### config.mk
export PLATFORM = sky130hd
export DESIGN_NAME = mac_apot4_vec_flat
export DESIGN_NICKNAME = d
export VERILOG_FILES = /design/src/rtl/mac_apot4_vec_if.sv /design/src/rtl/mac_apot4_vec.sv /design/src/flat_wrapper.sv
export SDC_FILE = /design/constraint.sdc
export NUM_CORES = 1
export LEC_CHECK = 0
export CORE_MARGIN = 5
export CORE_UTILIZATION = 61
export DETAILED_ROUTE_END_ITERATION = 10
export PLACE_DENSITY = 0.9
export SYNTH_ARGS = -nofsm -noshare
export SYNTH_HDL_FRONTEND = slang
export SYNTH_SLANG_ARGS = --single-unit
### constraint.sdc
create_clock -name clk -period 9.31 [get_ports clk]
set_clock_uncertainty 0.1 [all_clocks]
set_input_delay 1.862 -clock clk [delete_from_list [all_inputs] [get_ports clk]]
set_output_delay 1.862 -clock clk [all_outputs]
set_load 0.01 [all_outputs]
### src/rtl/mac_apot4_vec_if.sv
// Operand/result bundle for the APoT dot-product MAC.
// The master drives beats and clears; the slave (the MAC) returns results.
interface mac_apot4_vec_if #(
   parameter int unsigned LANES     = 4,
   parameter int unsigned ACC_WIDTH = 16
);
   logic                        in_valid;
   logic [4*LANES-1:0]          weight;
   logic [4*LANES-1:0]          act;
   logic                        acc_clear;
   logic signed [ACC_WIDTH-1:0] out;
   logic                        out_valid;
   logic                        out_sat;

   modport master (
      output in_valid, weight, act, acc_clear,
      input  out, out_valid, out_sat
   );

   modport slave (
      input  in_valid, weight, act, acc_clear,
      output out, out_valid, out_sat
   );
endinterface

### src/rtl/mac_apot4_vec.sv
// Multi-lane pipelined 4-bit APoT dot-product MAC with a saturating signed accumulator.
// Three stages: operand capture, decode/multiply/lane-sum, accumulate/emit.
module mac_apot4_vec #(
   parameter int unsigned LANES     = 4,
   parameter int unsigned ACC_WIDTH = 16,
   parameter int unsigned VEC_LEN   = 16
) (
   input  logic           clk,
   input  logic           reset_n,
   mac_apot4_vec_if.slave bus
);
   localparam int unsigned SumW = 9 + $clog2(LANES);
   localparam int unsigned CntW = (VEC_LEN > 1) ? $clog2(VEC_LEN) : 1;
   localparam logic [CntW-1:0] CntLast = CntW'(VEC_LEN - 1);
   localparam logic signed [ACC_WIDTH:0] AccMax = {2'b00, {(ACC_WIDTH-1){1'b1}}};
   localparam logic signed [ACC_WIDTH:0] AccMin = {2'b11, {(ACC_WIDTH-1){1'b0}}};

   // Sign-magnitude APoT decode: returns {sign, magnitude}; 4'b1000 is the special +5.
   function automatic logic [4:0] decode(input logic [3:0] c);
      logic [3:0] mag;
      mag = '0;
      if (c == 4'b1000) begin
         return 5'b0_0101;
      end
      unique case (c[2:1])
         2'b00: mag = 4'd0;
         2'b01: mag = 4'd8;
         2'b10: mag = 4'd4;
         2'b11: mag = 4'd1;
      endcase
      mag = mag + {2'b00, c[0], 1'b0};
      return {c[3], mag};
   endfunction

   // Signed product of one lane; a zero magnitude always yields +0.
   function automatic logic signed [8:0] lane_prod(input logic [3:0] w, input logic [3:0] a);
      logic [4:0] dw;
      logic [4:0] da;
      logic [7:0] mag;
      dw  = decode(w);
      da  = decode(a);
      mag = {4'b0000, dw[3:0]} * {4'b0000, da[3:0]};
      if ((dw[4] ^ da[4]) && (mag != 8'd0)) begin
         return -$signed({1'b0, mag});
      end
      return $signed({1'b0, mag});
   endfunction

   logic                        r_v1;
   logic [4*LANES-1:0]          r_w1;
   logic [4*LANES-1:0]          r_a1;
   logic                        r_v2;
   logic signed [SumW-1:0]      r_sum2;
   logic signed [ACC_WIDTH-1:0] r_acc;
   logic [CntW-1:0]             r_cnt;
   logic                        r_sticky;
   logic                        r_first;
   logic signed [ACC_WIDTH-1:0] r_out;
   logic                        r_out_valid;
   logic                        r_out_sat;

   logic signed [SumW-1:0]      w_sum;
   logic signed [ACC_WIDTH:0]   w_base;
   logic signed [ACC_WIDTH:0]   w_total;
   logic signed [ACC_WIDTH-1:0] w_acc_next;
   logic                        w_sat;

   // S1: capture operand codes; a beat coinciding with acc_clear is dropped.
   always_ff @(posedge clk or negedge reset_n) begin
      if (!reset_n) begin
         r_v1 <= 1'b0;
         r_w1 <= '0;
         r_a1 <= '0;
      end else begin
         r_v1 <= bus.in_valid & ~bus.acc_clear;
         if (bus.in_valid) begin
            r_w1 <= bus.weight;
            r_a1 <= bus.act;
         end
      end
   end

   // Full-precision lane sum of the decoded products.
   always_comb begin
      w_sum = '0;
      for (int unsigned i = 0; i < LANES; i++) begin
         w_sum = w_sum + SumW'(lane_prod(r_w1[4*i +: 4], r_a1[4*i +: 4]));
      end
   end

   // S2: register the lane sum.
   always_ff @(posedge clk or negedge reset_n) begin
      if (!reset_n) begin
         r_v2   <= 1'b0;
         r_sum2 <= '0;
      end else begin
         r_v2 <= r_v1 & ~bus.acc_clear;
         if (r_v1) begin
            r_sum2 <= w_sum;
         end
      end
   end

   // Accumulate one extra bit wide, then clamp to the signed ACC_WIDTH range.
   always_comb begin
      w_base     = r_first ? '0 : (ACC_WIDTH+1)'(r_acc);
      w_total    = w_base + (ACC_WIDTH+1)'(r_sum2);
      w_sat      = 1'b0;
      w_acc_next = w_total[ACC_WIDTH-1:0];
      if (w_total > AccMax) begin
         w_acc_next = AccMax[ACC_WIDTH-1:0];
         w_sat      = 1'b1;
      end else if (w_total < AccMin) begin
         w_acc_next = AccMin[ACC_WIDTH-1:0];
         w_sat      = 1'b1;
      end
   end

   // S3: accumulate, count beats, emit the result on the last beat of a vector.
   always_ff @(posedge clk or negedge reset_n) begin
      if (!reset_n) begin
         r_acc       <= '0;
         r_cnt       <= '0;
         r_sticky    <= 1'b0;
         r_first     <= 1'b1;
         r_out       <= '0;
         r_out_valid <= 1'b0;
         r_out_sat   <= 1'b0;
      end else begin
         r_out_valid <= 1'b0;
         r_out_sat   <= 1'b0;
         if (r_v2) begin
            r_acc <= w_acc_next;
            if (r_cnt == CntLast) begin
               r_out       <= w_acc_next;
               r_out_valid <= 1'b1;
               r_out_sat   <= r_sticky | w_sat;
               r_cnt       <= '0;
               r_sticky    <= 1'b0;
               r_first     <= 1'b1;
            end else begin
               r_cnt    <= r_cnt + CntW'(1);
               r_sticky <= r_sticky | w_sat;
               r_first  <= 1'b0;
            end
         end
         // Clear restarts collection but leaves the result path alone.
         if (bus.acc_clear) begin
            r_cnt    <= '0;
            r_sticky <= 1'b0;
            r_first  <= 1'b1;
         end
      end
   end

   assign bus.out       = r_out;
   assign bus.out_valid = r_out_valid;
   assign bus.out_sat   = r_out_sat;

endmodule

### src/flat_wrapper.sv
// flat-port wrapper written by rule: the top's interface ports become plain ports
module mac_apot4_vec_flat 
#(
   parameter int unsigned LANES     = 4,
   parameter int unsigned ACC_WIDTH = 16,
   parameter int unsigned VEC_LEN   = 16
)
  (clk, reset_n, bus_in_valid, bus_weight, bus_act, bus_acc_clear, bus_out, bus_out_valid, bus_out_sat);
  mac_apot4_vec_if #(.LANES(LANES), .ACC_WIDTH(ACC_WIDTH)) bus_i ();
  input  logic clk;
  input  logic reset_n;
  input wire logic [$bits(bus_i.in_valid)-1:0] bus_in_valid;
  input wire logic [$bits(bus_i.weight)-1:0] bus_weight;
  input wire logic [$bits(bus_i.act)-1:0] bus_act;
  input wire logic [$bits(bus_i.acc_clear)-1:0] bus_acc_clear;
  output wire logic [$bits(bus_i.out)-1:0] bus_out;
  output wire logic [$bits(bus_i.out_valid)-1:0] bus_out_valid;
  output wire logic [$bits(bus_i.out_sat)-1:0] bus_out_sat;
  assign bus_i.in_valid = bus_in_valid;
  assign bus_i.weight = bus_weight;
  assign bus_i.act = bus_act;
  assign bus_i.acc_clear = bus_acc_clear;
  assign bus_out = bus_i.out;
  assign bus_out_valid = bus_i.out_valid;
  assign bus_out_sat = bus_i.out_sat;
  mac_apot4_vec #(.LANES(LANES), .ACC_WIDTH(ACC_WIDTH), .VEC_LEN(VEC_LEN)) u_core (.clk(clk), .reset_n(reset_n), .bus(bus_i));
endmodule
==> impl_metrics.py <==
metrics = {
    "synthesis": {
        "ys.flop_type": "dfrtp_1",
        "synth_top_area_share_pct": 24.7,
        "syn_inst": 942,
        "synth_edf_count": 0,
        "yosys_warnings": 0,
        "syn_area_um2": 8500,
        "synthArstFlopShare_pct": 100,
        "yosysSeqAreaShare_pct": 25.0,
        "postSynthAreaPerCell_um2": 9.03,
        "synth_cell_types": 87,
        "synth_common_cells": "inv_1 (100), dfrtp_1 (84), nor2_1 (84)",
        "synth-seq-cells": 85,
        "yosysMostFrequentCell": "inv_1",
        "synth_top_cells_by_area": "dfrtp_1 (25%), ha_1 (12%), fa_1 (8.5%)",
        "syn_nets": 1093,
        "yosysTopAreaCell": "dfrtp_1",
    },
    "setup_path": {
        "slowest_delay_ns": 0.58,
        "cp_top_family": "adder cells",
        "r2r_setup_slack_ns": 1.80,
        "arrival_ns": 7.65,
        "crit_fanout": 6,
        "critPathCaptureType": "register",
        "worst-path-stages": 25,
        "r2r_start": "u_core.r_w1[5]$_DFFE_PN0P_",
        "cp-start-kind": "register",
        "setup.worst_path.end": "u_core.r_sum2[7]$_DFFE_PN0P_",
        "crit_path_top_delay_cell": "fa_1",
        "startpoint": "u_core.r_w1[5]$_DFFE_PN0P_",
        "cp_num_buf_inv": 3,
        "crit_required_ns": 9.45,
        "reg2reg_depth": 25,
        "r2r-end": "u_core.r_sum2[7]$_DFFE_PN0P_",
        "crit_type": "reg2reg",
    },
    "cells_and_area": {
        "diodes": 0,
        "nets": 1130,
        "drive_above_1_share_pct": 11.3,
        "area_growth_pct": 10.6,
        "fin_util_pct": 68.3,
        "final_cells": 1164,
    },
    "clocking": {
        "cts_htree_levels": 3,
        "clock_path_buffers": 2,
        "worstSkewPairLatency_ns": 0.36,
        "cts_sinks": 85,
        "post_cts_buffers": 0,
        "cts_resized": 0,
        "hold_buffers": 0,
        "numCtsBuffers": 9,
        "tritoncts": "yes",
        "clk_pin_slew_worst_paths_ns": 0.07,
        "cts-root-buf": "clkbuf_16",
    },
    "flow_run": {
        "maxCapViolations": 0,
    },
    "grt": {
        "grt_overflow_total": 0,
        "grt_pass1_wl_um": 32200,
        "grt_pass1_vias": 7041,
        "grt_max_degree": 62,
        "grtUsageTotal_pct": 23.9,
        "antenna_found_initial": 0,
    },
    "worst_hold_path": {
        "hold_class": "reg2reg",
    },
    "sta": {
        "max_clock_freq_mhz": 133,
        "max_slew_margin_pct": 30.2,
        "tns_ns": 0,
        "final_hold_viol_count": 0,
        "worst_pin_slew_ns": 1.04,
        "whs_ns": 0.375,
        "setup_viol": 0,
        "fin_ws_ns": 1.80,
        "slew_violations": 0,
        "period_share_pct": 80.6,
        "period_needed_ns": 7.51,
        "rsz0062_at_grt": "no",
    },
    "floorplanning": {
        "die_w_um": 128,
        "core_um2": 13800,
        "fp.dieH_um": 128,
        "dieArea_um2": 16400,
        "start_util_pct": 61.7,
        "num_rows": 43,
        "io_pins": 54,
    },
    "placed_design": {
        "dpl.hpwl_um": 13900,
        "gp_congestion": 0.913,
        "dp_slack_ns": 1.95,
        "io_buffers": 53,
        "dp.cells": 1148,
    },
    "detailed_routing": {
        "wl_per_cell_um": 16.1,
        "drt_iter0_markers": 574,
        "drc": 0,
        "drt_pre_antenna_iters": 8,
        "avgViaCountPerCell": 6.03,
        "vias": 7015,
        "antenna_left": 0,
        "drt_wl_total_um": 18700,
    },
    "pwr": {
        "ir_drop_uv": 307,
        "power.density_nw_per_um2": 313,
        "p_leak_uw": 0.00433,
    },
    "outcome": {
        "status": "finished, final reports clean",
    },
}
[power breakdown]
part           internal [µW]  switching, µW
clock network            221            169
logic                    868           1190
registers                446           57.0
[layer usage]
| layer | up-vias | global-route usage, % | wire (µm) |
|---|---|---|---|
| li1 | 3404 | - | - |
| met1 | 3379 | 31.0 | 8450 |
| met2 | 193 | 40.5 | 8930 |
| met3 | 39 | 3.88 | 872 |
| met4 | 0 | 8.43 | 445 |
| met5 | - | 0 | 0 |
[kinds of logic (layout without fill, tap and decap cells)]
group | after synthesis | after routing | synth area share [%]
and+or+nand+nor | 284 | 284 | 17.4
AOI/OAI and AO/OA | 239 | 239 | 20.7
adders and majority gates | 115 | 115 | 20.1
DFF | 85 | 85 | 25.0
xor gates and xnor gates | 50 | 50 | 5.15
buffers and inverters | 131 | 173 | 6.62
muxes | 38 | 38 | 4.99
[tightest hold or removal path: cells and delay by family, from the launching register on]
kind | cells | cell delay (ns)
compound gates | 1 | 0.05
simple gates | 1 | 0.05
flops | 1 | 0.34
[cell usage in the layout (no fill, tap or decap), types with 17 or more instances in the layout]
master and instances:
inv_1 100, xor2_1 21, nor2_1 84, nand2_1 59, o21ai_1 19, ha_1 79, o21ai_0 25, a21oi_1 63
o31ai_1 21, nor2b_1 25, mux2_2 34, or2_2 17, dfrtp_1 84, clkdlybuf4s50_1 51, xnor2_1 29, fa_1 36
[layout make-up]
| class | count | area, µm² |
|---|---|---|
| inverters | 101 | 379 |
| repair buffers | 56 | 546 |
| multi-input cells | 726 | 5810 |
| fillers | 1095 | 4370 |
| flip-flops and latches | 85 | 2130 |
| clock inverters | 6 | 76.3 |
| well taps | 180 | 225 |
| clock buffers | 10 | 239 |
[worst min path at each step]
stage,slack (ns),cells after the start,startpoint,to
2_1_floorplan,0.34,2,u_core.r_acc[0]$_DFFE_PN0P_,u_core.r_acc[0]$_DFFE_PN0P_
3_3_place_gp,0.36,2,u_core.r_acc[3]$_DFFE_PN0P_,u_core.r_acc[3]$_DFFE_PN0P_
3_5_place_dp,0.37,2,u_core.r_acc[2]$_DFFE_PN0P_,u_core.r_acc[2]$_DFFE_PN0P_
4_1_cts,0.38,2,u_core.bus.out[3]$_DFFE_PN0P_,u_core.bus.out[3]$_DFFE_PN0P_
5_1_grt,0.40,2,u_core.r_acc[3]$_DFFE_PN0P_,u_core.r_acc[3]$_DFFE_PN0P_
6_report,0.38,2,u_core.bus.out[3]$_DFFE_PN0P_,u_core.bus.out[3]$_DFFE_PN0P_
[metrics by stage]
| step | total power (µW) | cell area [µm²] |
|---|---|---|
| floorplan | 2130 | 8500 |
| global placement | 2420 | 9090 |
| detailed placement | 2510 | 9090 |
| CTS | 2940 | 9400 |
| global route | 3230 | 9400 |
| finish | 2950 | 9400 |
[registers in the layout, summed over array words and instances (netlist names)]
signal,count
u_core.bus.out,16
u_core.bus.out_sat,1
u_core.bus.out_valid,1
u_core.r_a1,16
u_core.r_acc,16
u_core.r_cnt,4
u_core.r_first,1
u_core.r_sticky,1
u_core.r_sum2,11
u_core.r_v1,1
u_core.r_v2,1
u_core.r_w1,16
Note: power is estimated with default switching activity, not from simulation.
